File: config.mk
export PLATFORM = sky130hd
export DESIGN_NAME = uart_transmitter
export DESIGN_NICKNAME = d
export VERILOG_FILES = /design/src/rtl/uart_pkg.sv /design/src/rtl/uart_baud_generator.sv /design/src/rtl/uart_transmitter.sv
export SDC_FILE = /design/constraint.sdc
export NUM_CORES = 1
export LEC_CHECK = 0
export BUFFER_PORTS_ARGS = -buffer_cell sky130_fd_sc_hd__buf_2
export CAP_MARGIN = 5
export CORE_MARGIN = 2
export CORE_UTILIZATION = 40
export DETAILED_ROUTE_END_ITERATION = 10
export RECOVER_POWER = 50
export SYNTH_ARGS = -nofsm -noshare
export SYNTH_HDL_FRONTEND = slang
export SYNTH_SLANG_ARGS = --single-unit
export TNS_END_PERCENT = 50
File: constraint.sdc
create_clock -name clk_i -period 2.3 [get_ports clk_i]
set_input_delay 0.46 -clock clk_i [delete_from_list [all_inputs] [get_ports clk_i]]
set_output_delay 0.46 -clock clk_i [all_outputs]
set_load 0.01 [all_outputs]
File: src/rtl/uart_pkg.sv
// Shared UART types, constants and helpers for the TX/RX datapaths.
package uart_pkg;

  localparam int unsigned OVERSAMPLE     = 16;
  localparam int unsigned DIV_WIDTH      = 15;
  localparam int unsigned MAX_DATA_WIDTH = 9;

  typedef enum logic [2:0] {
    IDLE,
    START,
    DATA,
    PARITY,
    STOP
  } uart_tx_state_t;

  // Frame configuration captured when a byte is popped.
  typedef struct packed {
    logic [DIV_WIDTH-1:0] clock_divider;
    logic                 parity_enable;
    logic                 stop_bits;
  } uart_tx_cfg_t;

  function automatic logic uart_parity(input logic [MAX_DATA_WIDTH-1:0] data,
                                       input logic                      odd);
    return (^data) ^ odd;
  endfunction

endpackage

File: src/rtl/uart_baud_generator.sv
// Oversampling tick source: one-cycle tick every divider+1 cycles, held at zero by clear.
module uart_baud_generator
  import uart_pkg::*;
(
  input  logic                 clk,
  input  logic                 rst_n,
  input  logic                 clear,
  input  logic [DIV_WIDTH-1:0] divider,
  output logic                 tick
);

  logic [DIV_WIDTH-1:0] count;

  assign tick = !clear && (count == divider);

  always_ff @(posedge clk or negedge rst_n) begin
    if (!rst_n) begin
      count <= '0;
    end else if (clear || tick) begin
      count <= '0;
    end else begin
      count <= count + DIV_WIDTH'(1);
    end
  end

endmodule

File: src/rtl/uart_transmitter.sv
// UART TX serializer: pops the FIFO head and sends start, data LSB-first,
// optional parity and one or two stop bits.
module uart_transmitter
  import uart_pkg::*;
#(
  parameter int unsigned DATA_WIDTH = 8
) (
  input  logic                  clk_i,
  input  logic                  rst_n_i,
  input  logic [DIV_WIDTH-1:0]  clock_divider_i,
  input  logic                  parity_enable_i,
  input  logic                  parity_odd_i,
  input  logic                  stop_bits_i,
  input  logic                  flow_control_i,
  input  logic                  uart_cts_i,
  input  logic                  fifo_empty_i,
  input  logic [DATA_WIDTH-1:0] fifo_data_i,
  output logic                  fifo_read_o,
  output logic                  uart_tx_o,
  output logic                  tx_done_o,
  output logic                  idle_o
);

  localparam int unsigned BIT_CNT_W  = (DATA_WIDTH > 2) ? $clog2(DATA_WIDTH) : 1;
  localparam int unsigned TICK_CNT_W = $clog2(OVERSAMPLE);

  uart_tx_state_t        state, state_next;
  uart_tx_cfg_t          cfg;
  logic [DATA_WIDTH-1:0] shift;
  logic                  parity;
  logic [TICK_CNT_W-1:0] tick_cnt;
  logic [BIT_CNT_W-1:0]  bit_cnt;
  logic                  running;
  logic                  baud_clear;
  logic                  tick;
  logic                  bit_end;
  logic                  last_data;
  logic                  last_stop;
  logic                  pop;

  assign baud_clear = (state == IDLE);
  assign bit_end    = tick && (tick_cnt == TICK_CNT_W'(OVERSAMPLE - 1));
  assign last_data  = (bit_cnt == BIT_CNT_W'(DATA_WIDTH - 1));
  assign last_stop  = !cfg.stop_bits || (bit_cnt == BIT_CNT_W'(1));
  assign idle_o     = (state == IDLE);

  uart_baud_generator u_baud (
    .clk     (clk_i),
    .rst_n   (rst_n_i),
    .clear   (baud_clear),
    .divider (cfg.clock_divider),
    .tick    (tick)
  );

  always_ff @(posedge clk_i or negedge rst_n_i) begin
    if (!rst_n_i) begin
      state <= IDLE;
    end else begin
      state <= state_next;
    end
  end

  always_comb begin
    state_next  = state;
    pop         = 1'b0;
    tx_done_o   = 1'b0;
    uart_tx_o   = 1'b1;
    case (state)
      IDLE: begin
        // running keeps the pop strobe low while reset is held
        if (running && !fifo_empty_i && (!flow_control_i || uart_cts_i)) begin
          pop        = 1'b1;
          state_next = START;
        end
      end
      START: begin
        uart_tx_o = 1'b0;
        if (bit_end) state_next = DATA;
      end
      DATA: begin
        uart_tx_o = shift[0];
        if (bit_end && last_data) state_next = cfg.parity_enable ? PARITY : STOP;
      end
      PARITY: begin
        uart_tx_o = parity;
        if (bit_end) state_next = STOP;
      end
      STOP: begin
        if (bit_end && last_stop) begin
          tx_done_o  = 1'b1;
          state_next = IDLE;
        end
      end
      default: state_next = IDLE;
    endcase
    fifo_read_o = pop;
  end

  always_ff @(posedge clk_i or negedge rst_n_i) begin
    if (!rst_n_i) begin
      running  <= 1'b0;
      cfg      <= '0;
      shift    <= '0;
      parity   <= 1'b0;
      tick_cnt <= '0;
      bit_cnt  <= '0;
    end else begin
      running <= 1'b1;
      if (state == IDLE) begin
        tick_cnt <= '0;
        bit_cnt  <= '0;
        if (pop) begin
          shift  <= fifo_data_i;
          parity <= uart_parity(MAX_DATA_WIDTH'(fifo_data_i), parity_odd_i);
          cfg    <= '{clock_divider: clock_divider_i,
                      parity_enable: parity_enable_i,
                      stop_bits:     stop_bits_i};
        end
      end else if (tick) begin
        tick_cnt <= bit_end ? '0 : tick_cnt + TICK_CNT_W'(1);
        if (bit_end) begin
          if (state == DATA) shift <= shift >> 1;
          // bit_cnt restarts whenever the bit type changes
          bit_cnt <= (state_next != state) ? '0 : bit_cnt + BIT_CNT_W'(1);
        end
      end
    end
  end

endmodule
Word level (Yosys, flattened, before mapping)
Index checks and enable logic that the tools add are counted.
- flip-flop bits (word level): 52
- input port bits: 31
- output and inout bits: 4
- $add $sub $neg: 3
- equality and inequality tests: 10
- multiplexer cells: 25
- bitwise logic cells: 1
- reduce and logical (&&, ||, !) cells: 21
- operators by type and width (cell ; number):
    $mux 8 ; 5
    $mux 3 ; 10
    $add 15x1->15 const B ; 1
    $eq 15x15->1 ; 1
    $mux 15 ; 1
    $pmux 3 s5 ; 1
    $mux 4 ; 3
    $reduce_xor 9->1 ; 1
    $eq 3x1->1 const B ; 2
    $eq 3x2->1 const B ; 2
    $eq 3x3->1 const B ; 2
    $logic_and 1x1->1 ; 6
    $reduce_bool 2->1 ; 3
    $add 4x1->4 const B ; 1
    $eq 4x4->1 const B ; 1
    $logic_not 1->1 ; 4
    $mux 1 ; 4
    $reduce_and 2->1 ; 2
    $reduce_and 4->1 ; 1
    $add 3x1->3 const B ; 1
    $logic_not 3->1 ; 1
    $logic_or 1x1->1 ; 3
    $ne 3x3->1 ; 1
    $pmux 1 s3 ; 1
    2 further kinds ; 2

Longest topological paths before layout
Gate-level depths: netlist (run 1).
- depth in word-level cells: 12
- gate-level depth with buffers: 9

Modules after synthesis
A second synthesis (run 1) with hierarchy kept.
- cells, all modules: 235
- area, all modules: 2750.1 um^2
- modules (own cells, without submodules) (module ; instances ; cells each ; area an instance (um^2) ; seq. area each (um^2)):
    uart_transmitter ; 1 ; 144 ; 1803.0 ; 925.9
    uart_baud_generator ; 1 ; 91 ; 947.2 ; 375.4

Worst setup path after synthesis (run 1)
OpenSTA, ideal clock, no wires.
- path type: register to output
- start point: register u_baud.count[0]
- end point: output port tx_done_o
- arrival time: 1685 ps
- data required time: 1840 ps
- slack: 155 ps
- cell stages (with the launch flop): 7
- path through: dfrtp_1 > xor2_1 > nor4_2 > and4_1 > buf_6 > nand2_1 > nor3_1
- cells in the longest elaborated chain, start to end: 6
- RTL lines (item ; line ; text):
    start: declaration ; uart_baud_generator.sv:12 ; logic [DIV_WIDTH-1:0] count;
    start signal: assignment ; uart_baud_generator.sv:22 ; count <= count + DIV_WIDTH'(1);
    $eq 15x15->1 ; uart_baud_generator.sv:14 ; assign tick = !clear && (count == divider);
    $logic_and 1x1->1 ; uart_baud_generator.sv:14 ;
    $logic_and 1x1->1 ; uart_transmitter.sv:42 ; assign bit_end = tick && (tick_cnt == TICK_CNT_W'(OVERSAMPLE - 1));
    $logic_and 1x1->1 ; uart_transmitter.sv:89 ; if (bit_end && last_stop) begin
    $mux 1 ; uart_transmitter.sv:89 ;
    $mux 1 ; uart_transmitter.sv:68 ; case (state)
    end: declaration ; uart_transmitter.sv:20 ; output logic tx_done_o,
No other way between the ends.

Final worst setup path (run 1)
- start point: register u_baud.count[11]
- end point: output port tx_done_o
The elaborated chain is that of the path after synthesis.

==> summary.txt, run 1 <==
Run status
  • Outcome: finished, violations left
  • Failing checks: setup timing

Clock tree
  • CTS sink count: 52
  • Worst-path clk slew: 0.09 ns
  • CTS H-Tree Depth: 2
  • Clk_lat worst skew: approximately 0.30 ns
  • CTS tree: yes
  • TritonCTS Buffers: 5
  • Root Buffer: clkbuf_8
  • Clk buf depth: 2

Timing
  • Setup violators final: 1
  • Final Cycle Share: 101%
  • Setup TNS: -0.0138 ns
  • Worst Slack Setup Final: -0.0138 ns
  • Worst-margin pin slew: slightly above 0.6 ns
  • Rel. slew slack: just under 60%
  • Post-layout min period: roughly 2.3 ns
  • Slew Viols, Final: 0
  • FMAX: 0.432 GHz
  • Max Clock Skew: roughly 0.011 ns
  • Final Hold Fails: 0
  • RSZ-0062 raised after global routing: true

Critical path
  • Reg2reg end: u_baud.count[7]
  • Crit. End Element: primary output
  • Setup slack, reg-to-reg: roughly 0.26 ns
  • Worst Path Max Fanout: 4
  • Reg-to-reg critical path startpoint: u_baud.count[2]
  • FF-to-FF path depth: 9
  • Crit start category: flip-flop
  • Required time of the worst setup path: 1.84 ns
  • Crit path DAT: ~1.9 ns
  • Crit Path Class: flip-flop to primary output

Layout
  • Reg area: ~1300 sq um
  • Layout Utilization: 47.9%
  • Ratio of cells with drive above 1 in the final layout: ~23%
  • Diodes inserted: 0
  • Most frequent cells in the layout: nand2_1, dfrtp_1, buf_2
  • Commonest non-fill, non-tap cell in the layout: nand2_1
  • NumNets Final: just over 400
  • Filler Cell Count: 740
  • Finished Cell Area: between 3000 and 4000 sq um
  • Area Growth Syn to Fin: 17.5%
  • Multi-input gate area: around 1500 sq um
  • Cell Count, Final, Fillers Out: 470

Drt
  • WL per Instance: 12.8 microns
  • Antenna Nets Post-Route: 0
  • DRC: 0
  • DR iter-0 viols: 69
  • Final WL: a little over 6000 microns
  • Via density: 4.88
  • Total iterations of the first detailed-routing run: 4
  • Vias: 2293

Floorplanning
  • DIE WIDTH: 89.3 microns
  • Cell Rows: 31
  • IO Count: 35
  • Initial Util: between 40% and 50%
  • Die height: 89.3 microns
  • Die footprint: about 8000 sq um
  • Core ar.: ~7100 sq um

Yosys
  • Yosys synthesis warning count: 0
  • Syn Nets: roughly 360
  • Synth unique cells: between 40 and 50
  • Synth Register Bits: between 50 and 60
  • Asr flop ratio synth: 100%
  • Register area share after synthesis: 44.8%
  • Top FF cell, synth: dfrtp_1
  • Syn Area/Cell: between 9 and 10 sq um
  • EDFF count, synth: 0
  • Mapped cell area: ~2900 sq um
  • Gate Count Post-Synth: roughly 320

Power
  • Design Power: between 1.5 and 2 mW
  • Largest vdd supply drop: between 0.0003 and 0.0004 V
  • Pwr Density: 505 nW/um^2
  • Static Leakage: between 1.5 and 2 nW

Min path
  • Min-Delay Endpoint: cfg[10]
  • HP Start: clock_divider_i[8]
  • WHS Path Cells: 3
  • Hold Path Class: primary input to flip-flop

Flow run
  • Number of max-cap violations: 0

GRT
  • GRT Overall Usage: around 16%
  • Gr ovfl total: 0
  • First-pass GRT wire length: 10000 microns
  • Number of global-route vias before repair: about 2200
  • Largest net degree at the start of global routing: 34
  • Antenna violations before repair: 0

Place
  • GPL Wtd Cong: between 0.7 and 0.8
  • Inst Count DP: around 450
  • Port Buffers: 34
  • Hpwl dp: 4320 microns
  • Placed instance area: 3210 sq um
-- final cells by class --
class,count,share of cell area [%]
timing repair buffer,57,9.93
sequential,52,38.1
inverter,18,1.98
clock inverter,2,1.76
multi-input combinational,237,42.6
tap,99,3.63
clock buffer,5,2.01
-- metal layers --
layer	wire [microns]	GRT usage (%)	vias to the layer above
met1	2930	21.2	1075
met4	30	2.99	0
met5	0	0	-
met2	2880	27.9	46
met3	191	3.05	3
li1	-	-	1169
-- logic make-up after synthesis --
family	synth area share, %
DFF	44.8
AOI/OAI and AO/OA	6.67
buffers and inverters	5.51
other	0.129
adders and majority gates	2.15
muxes	3.53
xor gates and xnor gates	10.8
and+or+nand+nor	26.4
-- state kept, by name, indices dropped and copies added (netlist names) --
name,flops
state,3
tick_cnt,4
cfg,17
u_baud.count,15
parity,1
bit_cnt,3
running,1
shift,8
-- repair_timing --
action | CTS | global route
hold endpoints to repair | 7 | 0
resized for setup | 3 | 1
endpoints found under the setup margin | 2 | 2
pin swaps | 6 | 2
setup buffers | 5 | 4
hold buffers | 1 | 0
-- worst max-delay path, cell delays in order (launching register included) --
cell and delay [ns]:
dfrtp_1 0.42, xor2_1 0.16, nor4_2 0.33, and4_1 0.29, nand2_2 0.08, nor3_2 0.12
buf_2 0.16
-- Yosys cell counts, types with 2 or more instances --
library cell | n | share of area, %
a21oi_1 | 2 | 0.34
a22oi_1 | 2 | 0.52
a31oi_1 | 7 | 1.5
and3_1 | 3 | 0.65
buf_2 | 5 | 0.86
buf_6 | 4 | 1.5
clkbuf_1 | 6 | 0.77
dfrtp_1 | 52 | 45
ha_1 | 5 | 2.2
inv_1 | 17 | 2.2
mux2_2 | 6 | 2.3
mux2i_1 | 2 | 0.69
nand2_1 | 73 | 9.4
nand3_1 | 27 | 4.6
nor2_1 | 23 | 3.0
nor2b_1 | 2 | 0.43
nor3_1 | 5 | 0.86
nor4_1 | 9 | 1.9
nor4_2 | 2 | 0.86
o21a_1 | 2 | 0.52
o21ai_0 | 3 | 0.52
o31ai_1 | 3 | 0.77
or2_2 | 2 | 0.43
xnor2_1 | 15 | 4.5
xor2_1 | 21 | 6.3
-- power breakdown --
part / switching (mW) / leakage [nW] / internal [mW]
registers: 0.000672 / 0.677 / 0.914
clock network: 0.297 / 0.0642 / 0.428
logic: 0.0456 / 1.02 / 0.0391
total: 0.343 / 1.76 / 1.38
-- how the worst max path moves through the flow --
stage / from / to / slack, ns / cells after the start
3_3_place_gp: u_baud.count[0] / tx_done_o / 0.1 / 6
6_report: u_baud.count[11] / tx_done_o / -0.01 / 6
5_1_grt: u_baud.count[11] / tx_done_o / -0.17 / 6
4_1_cts: u_baud.count[1] / tx_done_o / -0.04 / 6
3_5_place_dp: u_baud.count[0] / tx_done_o / 0.07 / 6
2_1_floorplan: u_baud.count[0] / tx_done_o / 0.15 / 6
-- stage by stage --
stage / hold slack (ns) / worst slack [ns]
2_1_floorplan: 0.164 / 0.155
3_3_place_gp: 0.334 / 0.0961
3_5_place_dp: 0.325 / 0.0667
4_1_cts: 0.331 / -0.0401
5_1_grt: 0.339 / -0.172
6_report: 0.342 / -0.0138
No activity file was read; power rests on OpenSTA's default activity.
==> inputs of run 2 (changes only) <==
--- a/config.mk
+++ b/config.mk
@@ -6,7 +6,7 @@
 export NUM_CORES = 1
 export LEC_CHECK = 0
 export BUFFER_PORTS_ARGS = -buffer_cell sky130_fd_sc_hd__buf_2
-export CAP_MARGIN = 5
+export CAP_MARGIN = 15
 export CORE_MARGIN = 2
 export CORE_UTILIZATION = 40
 export DETAILED_ROUTE_END_ITERATION = 10
==> constraint.sdc (replaced) <==
create_clock -name clk_i -period 2.97 [get_ports clk_i]
set_input_delay 0.594 -clock clk_i [delete_from_list [all_inputs] [get_ports clk_i]]
set_output_delay 0.594 -clock clk_i [all_outputs]
set_load 0.01 [all_outputs]
==> summary.txt, run 2 (synthesis results as in run 1) <==
Clock tree
  • Hold buffers post-CTS: 0 (was 1)
  • Setup bufs post-CTS: 0 (was 5)
  • Root Buffer: clkbuf_8 (unchanged)
  • Clk buf depth: 2 (unchanged)
  • CTS tree: yes (unchanged)
  • Clk_lat worst skew: 0.31 ns (was 0.30 ns)
  • Post-cts repair resize count: 0 (was 3)
  • TritonCTS Buffers: 5 (unchanged)
  • Worst-path clk slew: 0.09 ns (about the same)
  • CTS sink count: 52 (unchanged)
  • CTS H-Tree Depth: 2 (unchanged)

Flow run
  • Number of max-cap violations: 0 (unchanged)

Place
  • Hpwl dp: 4210 microns (was 4320 microns)
  • Placed instance area: 3160 sq um (was 3210 sq um)
  • GPL Wtd Cong: 0.753 (was 0.761)
  • Port Buffers: 34 (unchanged)

Critical path
  • Worst Path Max Fanout: 5 (was 4)
  • Critical Path Slowest Stage Cell: dfrtp_1 (unchanged)
  • CP cell instances: xor2_1, nor4_2, and4_1, nand2_1, nor3_1, buf_2 (was xor2_1, nor4_2, and4_1, nand2_2, nor3_2, buf_2)
  • Crit path DAT: 2.10 ns (was 1.85 ns)
  • Critical path depth in cells: 6 (unchanged)
  • CP top delay family: simple AND/OR/NAND/NOR gates (unchanged)
  • Reg2reg end: shift[5] (was u_baud.count[7])
  • Crit Path Class: flip-flop to primary output (unchanged)
  • Required time of the worst setup path: 2.38 ns (was 1.84 ns)
  • FF-to-FF path depth: 6 (was 9)
  • Worst path bufs/invs: 1 (unchanged)
  • Reg-to-reg critical path startpoint: tick_cnt[0] (was u_baud.count[2])
  • Setup slack, reg-to-reg: 0.82 ns (was 0.26 ns)
  • Crit. End Element: primary output (unchanged)
  • Worst Setup EP: tx_done_o (unchanged)
  • CP peak stage delay: 0.43 ns (was 0.42 ns)
  • Crit start category: flip-flop (unchanged)
  • CP Launch Point: u_baud.count[0] (was u_baud.count[11])

Run status
  • Outcome: finished, final reports clean (was finished, violations left)

Timing
  • Hold_ws: 0.468 ns (was 0.342 ns)
  • FMAX: 0.371 GHz
  • Post-layout min period: between 2 and 3 ns
  • Worst-margin pin slew: 1.31 ns (was 0.622 ns)
  • Setup violators final: 0 (was 1)
  • RSZ-0062 raised after global routing: false (was true)
  • Rel. slew slack: 12.9% (was 58.6%)
  • Final Cycle Share: between 90% and 100%
  • Slew Viols, Final: 0 (unchanged)
  • Final Hold Fails: 0 (unchanged)
  • Setup TNS: 0 ns (was -0.0138 ns)
  • Max Clock Skew: 0.0124 ns (was 0.0109 ns)

Drt
  • Vias: 2270 (was 2293)
  • Total iterations of the first detailed-routing run: 4 (unchanged)
  • WL per Instance: 13.2 microns (was 12.8 microns)
  • DR iter-0 viols: 76 (was 69)
  • Via density: 5.01 (was 4.88)
  • DRC: 0 (unchanged)
  • Final WL: 6000 microns (was 6030 microns)
  • Antenna Nets Post-Route: 0 (unchanged)

GRT
  • Number of global-route vias before repair: 2291 (was 2170)
  • Gr ovfl total: 0 (unchanged)
  • First-pass GRT wire length: 10300 microns (was 10000 microns)
  • Antenna violations before repair: 0 (unchanged)
  • Largest net degree at the start of global routing: 53 (was 34)
  • GRT Overall Usage: 16.8% (was 16.1%)

Floorplanning
  • Initial Util: 40.7% (unchanged)
  • Core ar.: 7140 sq um (unchanged)
  • DIE WIDTH: 89.3 microns (unchanged)
  • IO Count: 35 (unchanged)
  • Die footprint: 7970 sq um (unchanged)
  • Cell Rows: 31 (unchanged)
  • Die height: 89.3 microns (unchanged)

Power
  • Largest vdd supply drop: 0.000239 V (was 0.000315 V)
  • Pwr Density: 370 nW/um^2 (was 505 nW/um^2)
  • Static Leakage: 1.67 nW (was 1.76 nW)

Min path
  • HP Start: clock_divider_i[13] (was clock_divider_i[8])
  • Hold Path Class: primary input to flip-flop (unchanged)

Layout
  • Multi-input gate area: 1450 sq um (about the same)
  • Diodes inserted: 0 (unchanged)
  • Commonest non-fill, non-tap cell in the layout: nand2_1 (unchanged)
  • Ratio of cells with drive above 1 in the final layout: 17.8% (was 22.6%)
  • Filler Cell Count: 753 (was 740)
  • Most frequent cells in the layout: nand2_1, dfrtp_1, buf_2 (unchanged)
  • Largest reg by FF count: cfg (unchanged)
  • Biggest regs: cfg x17, u_baud.count x15, shift x8 (unchanged)
  • Reg area: 1300 sq um (about the same)
  • Max reg flops: 17 (unchanged)
  • NumNets Final: 389 (was 407)
  • Finished Cell Area: 3230 sq um (was 3420 sq um)
  • Area Growth Syn to Fin: 11.2% (was 17.5%)
-- run 2: worst min path at each step --
stage                 endpoint  slack, ns  depth (start not counted)
floorplan           bit_cnt[0]       0.30                          0
global placement        cfg[0]       0.46                          2
detailed placement      cfg[0]       0.48                          2
CTS                   state[2]       0.28                          2
global route            cfg[0]       0.46                          3
finish                 cfg[15]       0.47                          3
-- run 2: worst reg2reg max path, delay by kind of cell, from the launching register on --
| kind | cells | cell delay [ns] |
|---|---|---|
| AND/OR/NAND/NOR | 4 | 0.99 |
| multiplexers | 1 | 0.46 |
| flip-flops | 1 | 0.42 |
| adder cells (fa/ha/maj) | 1 | 0.24 |
-- run 2: where the power goes --
group / internal (mW) / total, mW / switching (mW)
clock network: 0.191 / 0.426 / 0.235
registers: 0.708 / 0.709 / 0.000452
logic: 0.0291 / 0.0617 / 0.0325
total: 0.928 / 1.20 / 0.268
-- run 2: layout make-up --
| cell class | instances | area share [%] |
|---|---|---|
| Tap cell | 99 | 3.83 |
| Inverter | 18 | 2.09 |
| Timing Repair Buffer | 39 | 6.34 |
| Clock buffer | 8 | 2.79 |
| Multi-Input combinational cell | 237 | 44.7 |
| Sequential cell | 52 | 40.2 |
-- run 2: through the flow --
| step | power, mW | cells | utilization (%) | setup WS [ns] |
|---|---|---|---|---|
| after CTS | 1.21 | 453 | 45.5 | 0.238 |
| after detailed placement | 0.789 | 445 | 44.3 | 0.581 |
| after global routing | 1.25 | 453 | 45.3 | 0.130 |
| final | 1.20 | 453 | 45.3 | 0.275 |
| after floorplan | 0.747 | 322 | - | 0.691 |
| after global placement | 0.789 | 445 | 44.3 | 0.619 |
-- run 2: metal layers --
metal  global-route usage (%)  vias to the layer above  share of wire [%]  routed length [microns]
met5                        0                        -                  0                        0
met4                     4.07                        0               0.80                       48
met3                     4.16                        5                3.8                      229
met2                     28.6                       34                 48                     2860
met1                     21.5                     1098                 48                     2860
li1                         -                     1133                  -                        -
==> inputs of run 3 (changes only) <==
--- a/config.mk
+++ b/config.mk
@@ -7,9 +7,12 @@
 export LEC_CHECK = 0
 export BUFFER_PORTS_ARGS = -buffer_cell sky130_fd_sc_hd__buf_2
 export CAP_MARGIN = 15
+export CELL_PAD_IN_SITES_DETAIL_PLACEMENT = 2
+export CELL_PAD_IN_SITES_GLOBAL_PLACEMENT = 2
 export CORE_MARGIN = 2
-export CORE_UTILIZATION = 40
+export CORE_UTILIZATION = 39
 export DETAILED_ROUTE_END_ITERATION = 10
+export PLACE_DENSITY_LB_ADDON = 0.1
 export RECOVER_POWER = 50
 export SYNTH_ARGS = -nofsm -noshare
 export SYNTH_HDL_FRONTEND = slang
==> summary.txt, run 3 (synthesis results as in run 1) <==
Run status
  • Outcome: finished, final reports clean (unchanged)

Critical path
  • Critical Path Slowest Stage Cell: dfrtp_1 (unchanged)
  • FF-to-FF path depth: 6 (unchanged)
  • Crit. End Element: primary output (unchanged)
  • Critical path depth in cells: 6 (unchanged)
  • Crit start category: flip-flop (unchanged)
  • Crit path DAT: 2.12 ns (was 2.10 ns)
  • Setup slack, reg-to-reg: 0.73 ns (was 0.82 ns)
  • Worst path bufs/invs: 1 (unchanged)
  • Worst Path Max Fanout: 5 (unchanged)
  • Required time of the worst setup path: 2.38 ns (about the same)
  • Crit Path Class: flip-flop to primary output (unchanged)
  • CP top delay family: simple AND/OR/NAND/NOR gates (unchanged)
  • CP peak stage delay: 0.45 ns (was 0.43 ns)
  • CP cell instances: xor2_1, nor4_2, and4_1, nand2_1, nor3_1, buf_2 (unchanged)

Place
  • GPL Wtd Cong: 0.747 (was 0.753)
  • Port Buffers: 34 (unchanged)
  • Hpwl dp: 5350 microns (was 4210 microns)

Clock tree
  • CTS tree: yes (unchanged)
  • CTS sink count: 52 (unchanged)
  • Root Buffer: clkbuf_8 (unchanged)
  • TritonCTS Buffers: 5 (unchanged)
  • Clk buf depth: 2 (unchanged)
  • Clk_lat worst skew: 0.30 ns (was 0.31 ns)
  • Setup bufs post-CTS: 0 (unchanged)
  • CTS H-Tree Depth: 2 (unchanged)
  • Worst-path clk slew: 0.09 ns (about the same)
  • Hold buffers post-CTS: 0 (unchanged)
  • Post-cts repair resize count: 0 (unchanged)

Power
  • Static Leakage: 1.68 nW (was 1.67 nW)
  • Pwr Density: 367 nW/um^2 (was 370 nW/um^2)
  • Largest vdd supply drop: 0.000159 V (was 0.000239 V)

Drt
  • Highest routing layer actually used: met4 (unchanged)
  • Antenna Nets Post-Route: 0 (unchanged)
  • DR iter-0 viols: 94 (was 76)
  • Met1 Wirelength: 3350 microns (was 2860 microns)
  • WL per Instance: 16.3 microns (was 13.2 microns)
  • Routed wl met2: 3840 microns (was 2860 microns)
  • DRC: 0 (unchanged)
  • Final WL: 7390 microns (was 6000 microns)
  • Met3 routed WL: 126 microns (was 229 microns)
  • Vias: 2347 (was 2270)
  • Via density: 5.16 (was 5.01)
  • Total iterations of the first detailed-routing run: 2 (was 4)

GRT
  • Antenna violations before repair: 0 (unchanged)
  • First-pass GRT wire length: 13100 microns (was 10300 microns)
  • GRT Overall Usage: 19.8% (was 16.8%)
  • Number of global-route vias before repair: 2664 (was 2291)
  • Largest net degree at the start of global routing: 53 (unchanged)
  • Gr ovfl total: 0 (unchanged)

Timing
  • Final Cycle Share: 91.2% (was 90.7%)
  • Final Hold Fails: 0 (unchanged)
  • Worst-margin pin slew: 1.34 ns (was 1.31 ns)
  • Setup TNS: 0 ns (unchanged)
  • Rel. slew slack: 10.4% (was 12.9%)
  • FMAX: 0.369 GHz (was 0.371 GHz)
  • Setup violators final: 0 (unchanged)
  • Slew Viols, Final: 0 (unchanged)
  • Post-layout min period: 2.71 ns (was 2.69 ns)
  • Max Clock Skew: 0.00809 ns (was 0.0124 ns)
  • RSZ-0062 raised after global routing: false (unchanged)
  • Hold_ws: 0.476 ns (was 0.468 ns)

Layout
  • NumNets Final: 391 (was 389)
  • Max reg flops: 17 (unchanged)
  • Largest reg by FF count: cfg (unchanged)
  • Most frequent cells in the layout: nand2_1, dfrtp_1, buf_2 (unchanged)
  • Biggest regs: cfg x17, u_baud.count x15, shift x8 (unchanged)
  • Filler Cell Count: 864 (was 753)
  • Ratio of cells with drive above 1 in the final layout: 18.8% (was 17.8%)
  • Diodes inserted: 0 (unchanged)
  • Area Growth Syn to Fin: 11.8% (was 11.2%)
  • Commonest non-fill, non-tap cell in the layout: nand2_1 (unchanged)

Floorplanning
  • Initial Util: 40.1% (was 40.7%)
  • Core ar.: 7250 sq um (was 7140 sq um)
  • IO Count: 35 (unchanged)
  • DIE WIDTH: 90.3 microns (was 89.3 microns)
  • Die footprint: 8160 sq um (was 7970 sq um)
  • Cell Rows: 31 (unchanged)
  • Die height: 90.3 microns (was 89.3 microns)

Min path
  • WHS Path Cells: 3 (unchanged)
  • Hold Path Class: primary input to flip-flop (unchanged)

Flow run
  • Number of max-cap violations: 0 (unchanged)
## run 3: changes by cell type in the layout (fill, tap and decap cells not counted)
cell      before  now
buf_4          4    6
clkinv_2       0    2
clkbuf_1       2    0
## run 3: worst reg2reg max path: stages, from the launching register on
cell and delay (ns):
dfrtp_1 0.45, xor2_1 0.19, nor4_2 0.42, and4_1 0.29, buf_4 0.17, or2_1 0.48
nor2_1 0.11
## run 3: where the power goes
| part | switching (mW) | internal, mW |
|---|---|---|
| Combinational | 0.0338 | 0.0291 |
| Clock | 0.237 | 0.187 |
| Sequential | 0.000465 | 0.708 |
| Total | 0.271 | 0.924 |
## run 3: area by class of cell
cell class	instances	area, sq um	share of cell area, %
Inverter	18	67.6	2.08
Multi-Input combinational cell	237	1450	44.5
Clock buffer	6	82.6	2.54
Tap cell	99	124	3.81
Clock inverter	2	10.0	0.308
Sequential cell	52	1300	40.0
Timing Repair Buffer	41	220	6.77
## run 3: per-layer routing
| metal | GRT usage, % | vias up |
|---|---|---|
| met1 | 24.6 | 1172 |
| met2 | 36.0 | 26 |
| met3 | 3.51 | 7 |
| met5 | 0 | - |
| met4 | 4.36 | 0 |
| li1 | - | 1142 |
## run 3: worst paths after layout
check	from	end
hold reg to reg	cfg[8]	cfg[8]
max in group asynchronous	rst_n_i	u_baud.count[14]
min in group asynchronous	rst_n_i	bit_cnt[2]
hold / removal	clock_divider_i[12]	cfg[14]
setup / recovery	u_baud.count[0]	tx_done_o
setup reg to reg	u_baud.count[0]	u_baud.count[14]
## run 3: through the flow
step	std cells	instance area, sq um	utilization (%)	setup slack [ns]	power, mW
finish	455	3250	44.8	0.260	1.19
CTS	455	3250	44.9	0.211	1.22
global route	455	3250	44.8	0.0953	1.26
global placement	447	3160	43.6	0.642	0.787
detailed placement	447	3160	43.6	0.576	0.788
floorplan	322	2910	-	0.691	0.747
